--- src/rtl/uart_tx_arbiter_pkg.sv ---
// Shared types and helpers for the uart_tx arbiter and its round-robin picker.
package uart_tx_arbiter_pkg;

  localparam int unsigned DEFAULT_PAYLOAD_BITS = 8;

  typedef enum logic [1:0] {
    S_IDLE      = 2'd0,
    S_TRIG      = 2'd1,
    S_WAIT_BUSY = 2'd2,
    S_WAIT_DONE = 2'd3
  } arb_state_e;

  // Ceiling log2, usable in constant expressions (clog2(1) = 0).
  function automatic int unsigned clog2(input int unsigned v);
    int unsigned r;
    int unsigned x;
    r = 0;
    x = 1;
    for (int unsigned i = 0; i < 32; i++) begin
      if (x < v) begin
        x = x << 1;
        r = r + 1;
      end
    end
    return r;
  endfunction

endpackage

--- src/rtl/uart_tx_arbiter_rr_arbiter.sv ---
// Combinational round-robin picker: first set request searching upward from
// ptr_i+1 with wrap, returned as one-hot grant plus binary index.
module rr_arbiter
  import uart_tx_arbiter_pkg::*;
#(
  parameter int unsigned NUM_REQ = 3,
  parameter int unsigned IDX_W   = clog2(NUM_REQ)
) (
  input  logic [NUM_REQ-1:0] req_i,
  input  logic [IDX_W-1:0]   ptr_i,
  output logic [NUM_REQ-1:0] gnt_o,
  output logic [IDX_W-1:0]   idx_o,
  output logic               valid_o
);

  int unsigned cand;
  logic        found;

  // Scan the NUM_REQ positions after ptr_i; the pointer itself is checked last.
  always_comb begin
    gnt_o   = '0;
    idx_o   = '0;
    valid_o = 1'b0;
    found   = 1'b0;
    cand    = 0;
    for (int unsigned i = 1; i <= NUM_REQ; i++) begin
      cand = 32'(ptr_i) + i;
      if (cand >= NUM_REQ) cand = cand - NUM_REQ;
      if (!found && req_i[cand]) begin
        found       = 1'b1;
        gnt_o[cand] = 1'b1;
        idx_o       = IDX_W'(cand);
      end
    end
    valid_o = found;
  end

endmodule

--- src/rtl/uart_tx_arbiter.sv ---
// Shares one uart_tx between NUM_REQ byte producers: round-robin grant, latch
// the byte, pulse the trigger, then follow busy/done (or time out) back to idle.
module uart_tx_arbiter
  import uart_tx_arbiter_pkg::*;
#(
  parameter int unsigned NUM_REQ      = 3,
  parameter int unsigned PAYLOAD_BITS = DEFAULT_PAYLOAD_BITS,
  parameter int unsigned BUSY_TIMEOUT = 16
) (
  input  logic                            clk,
  input  logic                            reset_n,
  input  logic [NUM_REQ-1:0]              i_req,
  input  logic [NUM_REQ*PAYLOAD_BITS-1:0] i_data,
  output logic [NUM_REQ-1:0]              o_ack,
  output logic [NUM_REQ-1:0]              o_done,
  output logic                            o_err,
  output logic [clog2(NUM_REQ)-1:0]       o_grant_id,
  output logic                            o_busy,
  output logic                            o_tx_trig,
  output logic [PAYLOAD_BITS-1:0]         o_tx_data,
  input  logic                            i_tx_busy,
  input  logic                            i_tx_done
);

  localparam int unsigned IDX_W = clog2(NUM_REQ);
  localparam int unsigned CNT_W = clog2(BUSY_TIMEOUT) + 1;
  localparam logic [CNT_W-1:0] CNT_LAST = CNT_W'(BUSY_TIMEOUT - 1);
  localparam logic [IDX_W-1:0] PTR_RST  = IDX_W'(NUM_REQ - 1);

  arb_state_e               state_q, state_d;
  logic [IDX_W-1:0]         ptr_q, ptr_d;
  logic [IDX_W-1:0]         gid_q, gid_d;
  logic [NUM_REQ-1:0]       ack_q, ack_d;
  logic [NUM_REQ-1:0]       done_q, done_d;
  logic                     err_q, err_d;
  logic                     busy_q, busy_d;
  logic                     trig_q, trig_d;
  logic [PAYLOAD_BITS-1:0]  data_q, data_d;
  logic [CNT_W-1:0]         cnt_q, cnt_d;
  logic                     txbusy_prev_q;

  logic [NUM_REQ-1:0]       arb_gnt;
  logic [IDX_W-1:0]         arb_idx;
  logic                     arb_valid;
  logic                     tx_busy_fall;

  rr_arbiter #(
    .NUM_REQ (NUM_REQ),
    .IDX_W   (IDX_W)
  ) u_rr (
    .req_i   (i_req),
    .ptr_i   (ptr_q),
    .gnt_o   (arb_gnt),
    .idx_o   (arb_idx),
    .valid_o (arb_valid)
  );

  assign tx_busy_fall = txbusy_prev_q & ~i_tx_busy;

  // Next-state and registered-output logic; pulses default low every clock.
  always_comb begin
    state_d = state_q;
    ptr_d   = ptr_q;
    gid_d   = gid_q;
    ack_d   = '0;
    done_d  = '0;
    err_d   = 1'b0;
    trig_d  = 1'b0;
    data_d  = data_q;
    cnt_d   = cnt_q;
    case (state_q)
      S_IDLE: begin
        if (arb_valid) begin
          ack_d   = arb_gnt;
          data_d  = i_data[32'(arb_idx) * PAYLOAD_BITS +: PAYLOAD_BITS];
          gid_d   = arb_idx;
          ptr_d   = arb_idx;
          state_d = S_TRIG;
        end
      end
      S_TRIG: begin
        trig_d  = 1'b1;
        cnt_d   = '0;
        state_d = S_WAIT_BUSY;
      end
      S_WAIT_BUSY: begin
        if (i_tx_busy) begin
          state_d = S_WAIT_DONE;
        end else if (cnt_q >= CNT_LAST) begin
          err_d   = 1'b1;
          state_d = S_IDLE;
        end else if (cnt_q != '1) begin
          cnt_d = cnt_q + 1'b1;
        end
      end
      S_WAIT_DONE: begin
        // done and busy-fall in the same clock collapse into one o_done
        if (i_tx_done || tx_busy_fall) begin
          done_d[gid_q] = 1'b1;
          state_d       = S_IDLE;
        end
      end
      default: state_d = S_IDLE;
    endcase
    busy_d = (state_d != S_IDLE);
  end

  // State and output registers with asynchronous reset.
  always_ff @(posedge clk or negedge reset_n) begin
    if (!reset_n) begin
      state_q       <= S_IDLE;
      ptr_q         <= PTR_RST;
      gid_q         <= '0;
      ack_q         <= '0;
      done_q        <= '0;
      err_q         <= 1'b0;
      busy_q        <= 1'b0;
      trig_q        <= 1'b0;
      data_q        <= '0;
      cnt_q         <= '0;
      txbusy_prev_q <= 1'b0;
    end else begin
      state_q       <= state_d;
      ptr_q         <= ptr_d;
      gid_q         <= gid_d;
      ack_q         <= ack_d;
      done_q        <= done_d;
      err_q         <= err_d;
      busy_q        <= busy_d;
      trig_q        <= trig_d;
      data_q        <= data_d;
      cnt_q         <= cnt_d;
      txbusy_prev_q <= i_tx_busy;
    end
  end

  assign o_ack      = ack_q;
  assign o_done     = done_q;
  assign o_err      = err_q;
  assign o_grant_id = gid_q;
  assign o_busy     = busy_q;
  assign o_tx_trig  = trig_q;
  assign o_tx_data  = data_q;

endmodule

--- config.mk ---
export PLATFORM = sky130hd
export DESIGN_NAME = uart_tx_arbiter
export DESIGN_NICKNAME = d
export VERILOG_FILES = /design/src/rtl/uart_tx_arbiter_pkg.sv /design/src/rtl/uart_tx_arbiter_rr_arbiter.sv /design/src/rtl/uart_tx_arbiter.sv
export SDC_FILE = /design/constraint.sdc
export NUM_CORES = 1
export LEC_CHECK = 0
export ABC_CLOCK_PERIOD_IN_PS = 2800
export CORE_ASPECT_RATIO = 0.5
export CORE_UTILIZATION = 47
export CTS_CLUSTER_SIZE = 12
export DETAILED_ROUTE_END_ITERATION = 16
export GPL_TIMING_DRIVEN = 1
export MAX_ROUTING_LAYER = met4
export PLACE_DENSITY = 0.79
export SYNTH_ARGS = -nofsm -noshare
export SYNTH_HDL_FRONTEND = slang
export SYNTH_SLANG_ARGS = --single-unit
--- constraint.sdc ---
create_clock -name clk -period 2.8 [get_ports clk]
set_clock_uncertainty 0.05 [all_clocks]
set_input_delay 0.56 -clock clk [delete_from_list [all_inputs] [get_ports clk]]
set_output_delay 0.56 -clock clk [all_outputs]
set_load 0.02 [all_outputs]
==> results.py <==
metrics = {
    "clock_tree": {
        "clock_latency_ns": 0.28,
        "postCtsHoldBufs": 0,
        "cts.clk_slew.worst_paths_ns": 0.10,
        "cts_root_buf": "clkbuf_8",
        "cts_tree": "done",
        "cts_buffers": 3,
        "clockBufferDepth": 2,
        "post_cts_buffers": 0,
        "cts.sinks": 28,
        "cts_max_level": 1,
        "cts_resized": 0,
    },
    "place": {
        "place_ws_ns": 0.135,
        "io_buffers": 49,
        "dp_cells": 269,
        "place_congestion": 0.962,
        "hpwl_um": 3320,
    },
    "finish": {
        "final_nets": 265,
        "fillers": 244,
        "mostFrequentLayoutCells": "clkdlybuf4s50_1 (49), dfrtp_1 (27), nand2_1 (15)",
        "final_common_cell": "clkdlybuf4s50_1",
        "stdcell_count": 273,
        "fin_util_pct": 73.2,
        "register_area_um2": 702,
        "drive_gt1_share_pct": 11.6,
        "area_growth_syn_to_layout_pct": 40.9,
        "n_antenna_cell": 0,
        "multi_input_area_um2": 838,
    },
    "hold_path": {
        "hold_class": "register to register",
        "worstHoldStart": "o_tx_data[6]$_DFFE_PN0P_",
    },
    "timing": {
        "slew_headroom_pct": 70.9,
        "setup_ws_ns": 0.150,
        "final.period_utilization_pct": 94.7,
        "final-hold-violation-count": 0,
        "clock.fmax_mhz": 377,
        "setup_viol": 0,
        "slew_viol_final": 0,
        "min_period_ns": 2.65,
        "tightestPinTransition_ns": 0.430,
        "tns_ns": 0,
        "rsz0062_at_grt": "false",
    },
    "routing": {
        "ant_nets": 0,
        "drtIter0Drc": 90,
        "vias_per_cell": 5.62,
        "vias": 1533,
        "wl_per_cell_um": 15.6,
        "dr.pass1.iters": 4,
        "drc": 0,
        "drt_wl_total_um": 4260,
    },
    "die": {
        "die_h_um": 43.9,
        "core-area_um2": 3170,
        "start_util_pct": 52.0,
        "io_pins": 50,
        "die_area_um2": 3760,
        "rows": 14,
        "die_w_um": 85.7,
    },
    "setup_path": {
        "start_kind": "register",
        "crit_start": "cnt_q[0]$_DFFE_PN0P_",
        "crit_fanout": 6,
        "crit_arrival_ns": 2.76,
        "critPathCaptureType": "register",
        "r2r-start": "cnt_q[0]$_DFFE_PN0P_",
        "cp.required_ns": 2.91,
        "critPathKind": "register to register",
    },
    "synth": {
        "syn_inst": 169,
        "synth_enable_flop_cells": 0,
        "yosysSeqAreaShare_pct": 42.6,
        "synth.net_count": 208,
        "synth_seq_cells": 28,
        "ys.warnings.count": 0,
        "synthFlopType": "dfrtp_1",
        "avgSynthCellArea_um2": 9.75,
        "syn_area_um2": 1650,
        "synthArstFlopShare_pct": 100,
        "synth_cell_types": 49,
    },
    "global_route": {
        "busiest_layer": "met2",
        "grt_pass1_vias": 1462,
        "grt.total_usage_pct": 25.6,
        "grt_max_degree": 29,
        "gr-usage-met3_pct": 5.14,
        "grt_use_met1_pct": 31.9,
        "antenna_found_initial": 0,
        "use_met2_pct": 43.8,
        "grt_first_pass_wirelength_um": 6980,
        "grt_overflow_total": 0,
    },
    "power": {
        "clock_power_share_pct": 13.0,
        "p_sw_share_pct": 42.1,
        "p_leak_nw": 1.03,
        "power_switching_w": 0.00104,
        "power_density_nw_per_um2": 1070,
        "power_frac_seq_pct": 27.5,
        "p_int_w": 0.00143,
        "pwr-share-comb_pct": 59.6,
        "peakVddDrop_mv": 0.556,
        "p_total_w": 0.00247,
    },
    "run_status": {
        "outcome": "complete, no violations",
    },
    "flow_run": {
        "drv_cap": 0,
    },
}
-- routing by layer --
metal  up-vias  wire, um
met4         0        48
met1       740      1910
met5         -         0
li1        735         -
met2        51      2090
met3         7       207
-- registers in the layout (all words and copies together), names as in the netlist --
register	cells
o_busy	1
ptr_q	2
state_q	2
txbusy_prev_q	1
o_done	3
o_ack	3
o_grant_id	1
o_err	1
o_tx_trig	1
o_tx_data	8
cnt_q	5
-- cells in the mapped netlist, types with 5 or more instances --
cell	instances	area, um2
nand3_1	6	30.0
o221ai_1	5	43.8
buf_2	7	35.0
dfrtp_1	27	676
ha_1	8	100
inv_1	13	48.8
a32oi_1	5	43.8
a21oi_1	5	25.0
nand2_1	15	56.3
nor2_1	9	33.8
-- cell families after synthesis --
kind of cell,Yosys count,synth area share (%)
muxes,5,3.11
buffers and inverters,23,6.53
AOI/OAI and AO/OA,49,23.8
DFF,28,42.6
and+or+nand+nor,56,17.8
adders and majority gates,8,6.07
-- path summary, 6_finish.rpt --
| path | to | depth (start not counted) | slack [ns] |
|---|---|---|---|
| max | cnt_q[2]$_DFFE_PN0P_ | 8 | 0.15 |
| min | o_tx_data[6]$_DFFE_PN0P_ | 2 | 0.45 |
| max reg2reg | cnt_q[2]$_DFFE_PN0P_ | 8 | 0.15 |
| min reg2reg | o_tx_data[6]$_DFFE_PN0P_ | 2 | 0.45 |
| max in group asynchronous | ptr_q[1]$_DFFE_PN1P_ | 2 | 1.79 |
| min in group asynchronous | o_tx_data[3]$_DFFE_PN0P_ | 2 | 0.60 |
-- worst max-delay path: stages (launching register included) --
cell and delay [ns]:
dfrtp_1 0.42, ha_1 0.22, and3_1 0.21, ha_1 0.18, or4b_1 0.47, a2111o_1 0.48
o21bai_1 0.22, a2bb2oi_1 0.19, mux2i_1 0.10
-- metrics by stage --
stage	area, um2	hold slack [ns]
floorplan	1650	0.214
global placement	2250	0.422
detailed placement	2250	0.425
CTS	2320	0.448
global route	2320	0.468
finish	2320	0.448
-- power by group through the flow --
| stage | Clock, W | Sequential, W | Combinational [W] |
|---|---|---|---|
| after floorplan | 0 | 0.000768 | 0.000822 |
| after global placement | 0 | 0.000678 | 0.00142 |
| after detailed placement | 0 | 0.000685 | 0.00146 |
| after CTS | 0.000326 | 0.000678 | 0.00146 |
| after global routing | 0.000345 | 0.000694 | 0.00159 |
| final | 0.000320 | 0.000679 | 0.00147 |
-- area by class of cell --
class	instances	area share (%)
clock inverters	1	1.29
flip-flops and latches	28	30.2
repair buffers	62	25.9
multi-input cells	118	36.1
inverters	13	2.10
clock buffers	3	1.78
well taps	48	2.59
Power figures use the tool's default switching activity.
==> RTL change: new RTL, same settings <==
`data_q` no longer has a reset.
--- a/src/rtl/uart_tx_arbiter.sv
+++ b/src/rtl/uart_tx_arbiter.sv
@@ -116,7 +116,6 @@
       err_q         <= 1'b0;
       busy_q        <= 1'b0;
       trig_q        <= 1'b0;
-      data_q        <= '0;
       cnt_q         <= '0;
       txbusy_prev_q <= 1'b0;
     end else begin
@@ -128,10 +127,13 @@
       err_q         <= err_d;
       busy_q        <= busy_d;
       trig_q        <= trig_d;
-      data_q        <= data_d;
       cnt_q         <= cnt_d;
       txbusy_prev_q <= i_tx_busy;
     end
+  end
+
+  always_ff @(posedge clk) begin
+    data_q <= data_d;
   end
 
   assign o_ack      = ack_q;
Behaviour: not the same (Yosys sat finds a counterexample within 4 cycles, from zero or initial values and one cycle with reset_n low).
==> RTL change against the unedited design <==
- total power fell by 9.1%
- critical endpoint is now o_tx_data[3]
- maximum frequency decreased by 0.55%
- sequential cell count is the same
- core utilization down 3.3 points
- first-iteration DRC count is 41% lower
- worst setup slack lost 0.015 ns
- critical path type unchanged
- cell area is 7.7% lower
- highest routed layer unchanged
- wire length is 23% lower
- clock power decreased by 12%
- area after synthesis shrank 6.1%
==> RTL change: results (changes against the unedited design) <==
* Worst-Margin Slew at 0.569 ns (was 0.430 ns)
* Primary FF master, synth: dfrtp_1 (unchanged)
* Static leakage at 0.000962 uW (was 0.00103 uW)
* Max reg flops at 8 (unchanged)
* Max stage delay on crit path at 0.55 ns (was 0.48 ns)
* Placer Congestion at 0.855 (was 0.962)
* Status: finished, final reports clean (unchanged)
* Async SR Flop Fraction at 71.4% (was 100%)
* Top post-synthesis cells by count: 19 x dfrtp_1, 16 x a21oi_1, 16 x mux2i_1, 13 x nor2_1 (was 27 x dfrtp_1, 15 x nand2_1, 13 x inv_1, 9 x nor2_1, 8 x ha_1)
* Yosys synthesis warning count at 0 (unchanged)
* Post-synth EDFFs at 8 (was 0)
* HP Class: flip-flop to flip-flop (unchanged)
* First-pass GRT wire length at 5.51 mm (was 6.98 mm)
* Fill cells at 230 (was 244)
* Slowest CP cell: dfstp_2 (was a2111o_1)
* H-tree depth at 1 (unchanged)
* Initial antenna violation count at 0 (unchanged)
* Largest net degree at the start of global routing at 21 (was 29)
* Detailed-route via count at 1303 (was 1533)
* Clk slew on worst S/H paths at 0.10 ns (about the same)
* Clk_lat worst skew at 0.28 ns (about the same)
* Antenna Cells at 0 (unchanged)
* First-pass iteration count of the detailed router at 4 (unchanged)
* CTS Buf Count at 3 (unchanged)
* Sequential area share after synthesis at 47.9% (was 42.6%)
* Share of layout cells above drive strength 1 at 6.12% (was 11.6%)
* Placed cell count at 232 (was 269)
* Post-DP Area at 2080 um2 (was 2250 um2)
* Initial DRC count at 53 (was 90)
* Vias/cell at 5.52 (was 5.62)
* Post-Place Setup Slack at 0.105 ns (was 0.135 ns)
* Vias in the first global route at 1248 (was 1462)
* Post-cts sizing count at 0 (unchanged)
* Crit path DAT at 2.62 ns (was 2.76 ns)
* Netlist cell types at 35 (was 49)
* Synth top area cells: dfrtp_1 31%, edfxtp_1 16%, mux2i_1 10% (was dfrtp_1 41%, ha_1 6.1%, nand2_1 3.4%)
* Switching part of the total at 40.5% (was 42.1%)
* GRT Overall Usage at 20.6% (was 25.6%)
* Post-DP HPWL at 2.48 mm (was 3.32 mm)
* Final nets at 236 (was 265)
* Setup bufs post-CTS at 0 (unchanged)
* Crit path max fanout at 12 (was 6)
* Root Buffer: clkbuf_8 (unchanged)
* Drt total wl at 3.28 mm (was 4.26 mm)
* Mapped Nets at 186 (was 208)
* Buffers on Ports at 49 (unchanged)
* Peak supply drop at 0.486 mV (was 0.556 mV)
* Post-Synthesis Cells at 147 (was 169)
* CTS Buffer Depth at 2 (unchanged)
[RTL change: cell count changes in the layout (fill, tap and decap cells not counted), sizes merged, moves of 6 or more]
cell / delta
mux2i: +12
a21oi: +11
nand2: -10
buf: -9
dfrtp: -8
edfxtp: +8
o221ai: -6
[RTL change: cell families after synthesis]
family          synth area share [%]
simple gates                    15.2
fa+ha+maj                       6.47
mux                             11.1
flops                           47.9
buf+inv                         5.33
compound gates                  14.0
[RTL change: worst paths after layout]
path	start	endpoint	slack, ns	cells past startpoint
max in group asynchronous	reset_n	ptr_q[1]	1.87	2
worst max register to register	ptr_q[1]	o_tx_data[3]	0.13	7
worst min register to register	o_grant_id[1]	o_done[0]	0.45	1
worst min-delay path	o_grant_id[1]	o_done[0]	0.45	1
min in group asynchronous	reset_n	txbusy_prev_q	0.56	2
worst max-delay path	ptr_q[1]	o_tx_data[3]	0.13	7
[RTL change: routing by layer]
| metal | track usage [%] | part of all wire (%) | up-vias |
|---|---|---|---|
| met1 | 22.5 | 42 | 616 |
| met3 | 6.50 | 6.3 | 9 |
| met2 | 36.9 | 50 | 50 |
| met4 | 6.21 | 1.7 | 0 |
| li1 | - | - | 628 |
| met5 | - | 0 | - |
[RTL change: area by class of cell]
type	count	share of cell area, %
sequential	28	34.6
multi-input combinational	102	34.1
timing repair buffer	53	24.3
clock buffer	4	3.09
tap	40	2.34
inverter	9	1.58
[RTL change: power groups by stage]
stage          sequential (uW)  clock, uW  combinational, uW
3_5_place_dp               710          0               1260
5_1_grt                    720        300               1370
3_3_place_gp               701          0               1220
6_report                   700        283               1260
4_1_cts                    701        288               1270
2_1_floorplan              800          0                787
[RTL change: critical path, delay by kind of cell (launching register included)]
| kind | cells | cell delay, ns |
|---|---|---|
| flip-flops | 1 | 0.55 |
| adder cells (fa/ha/maj) | 1 | 0.53 |
| AO/OA/AOI/OAI | 2 | 0.46 |
| multiplexers | 2 | 0.46 |
| buffers and inverters | 2 | 0.34 |
[RTL change: stage by stage]
step                      hold slack [ns]  util [%]
after global routing                0.478      69.9
after CTS                           0.449      69.9
after floorplan                     0.214         -
final                               0.450      69.9
after detailed placement            0.434      67.8
after global placement              0.431      67.8
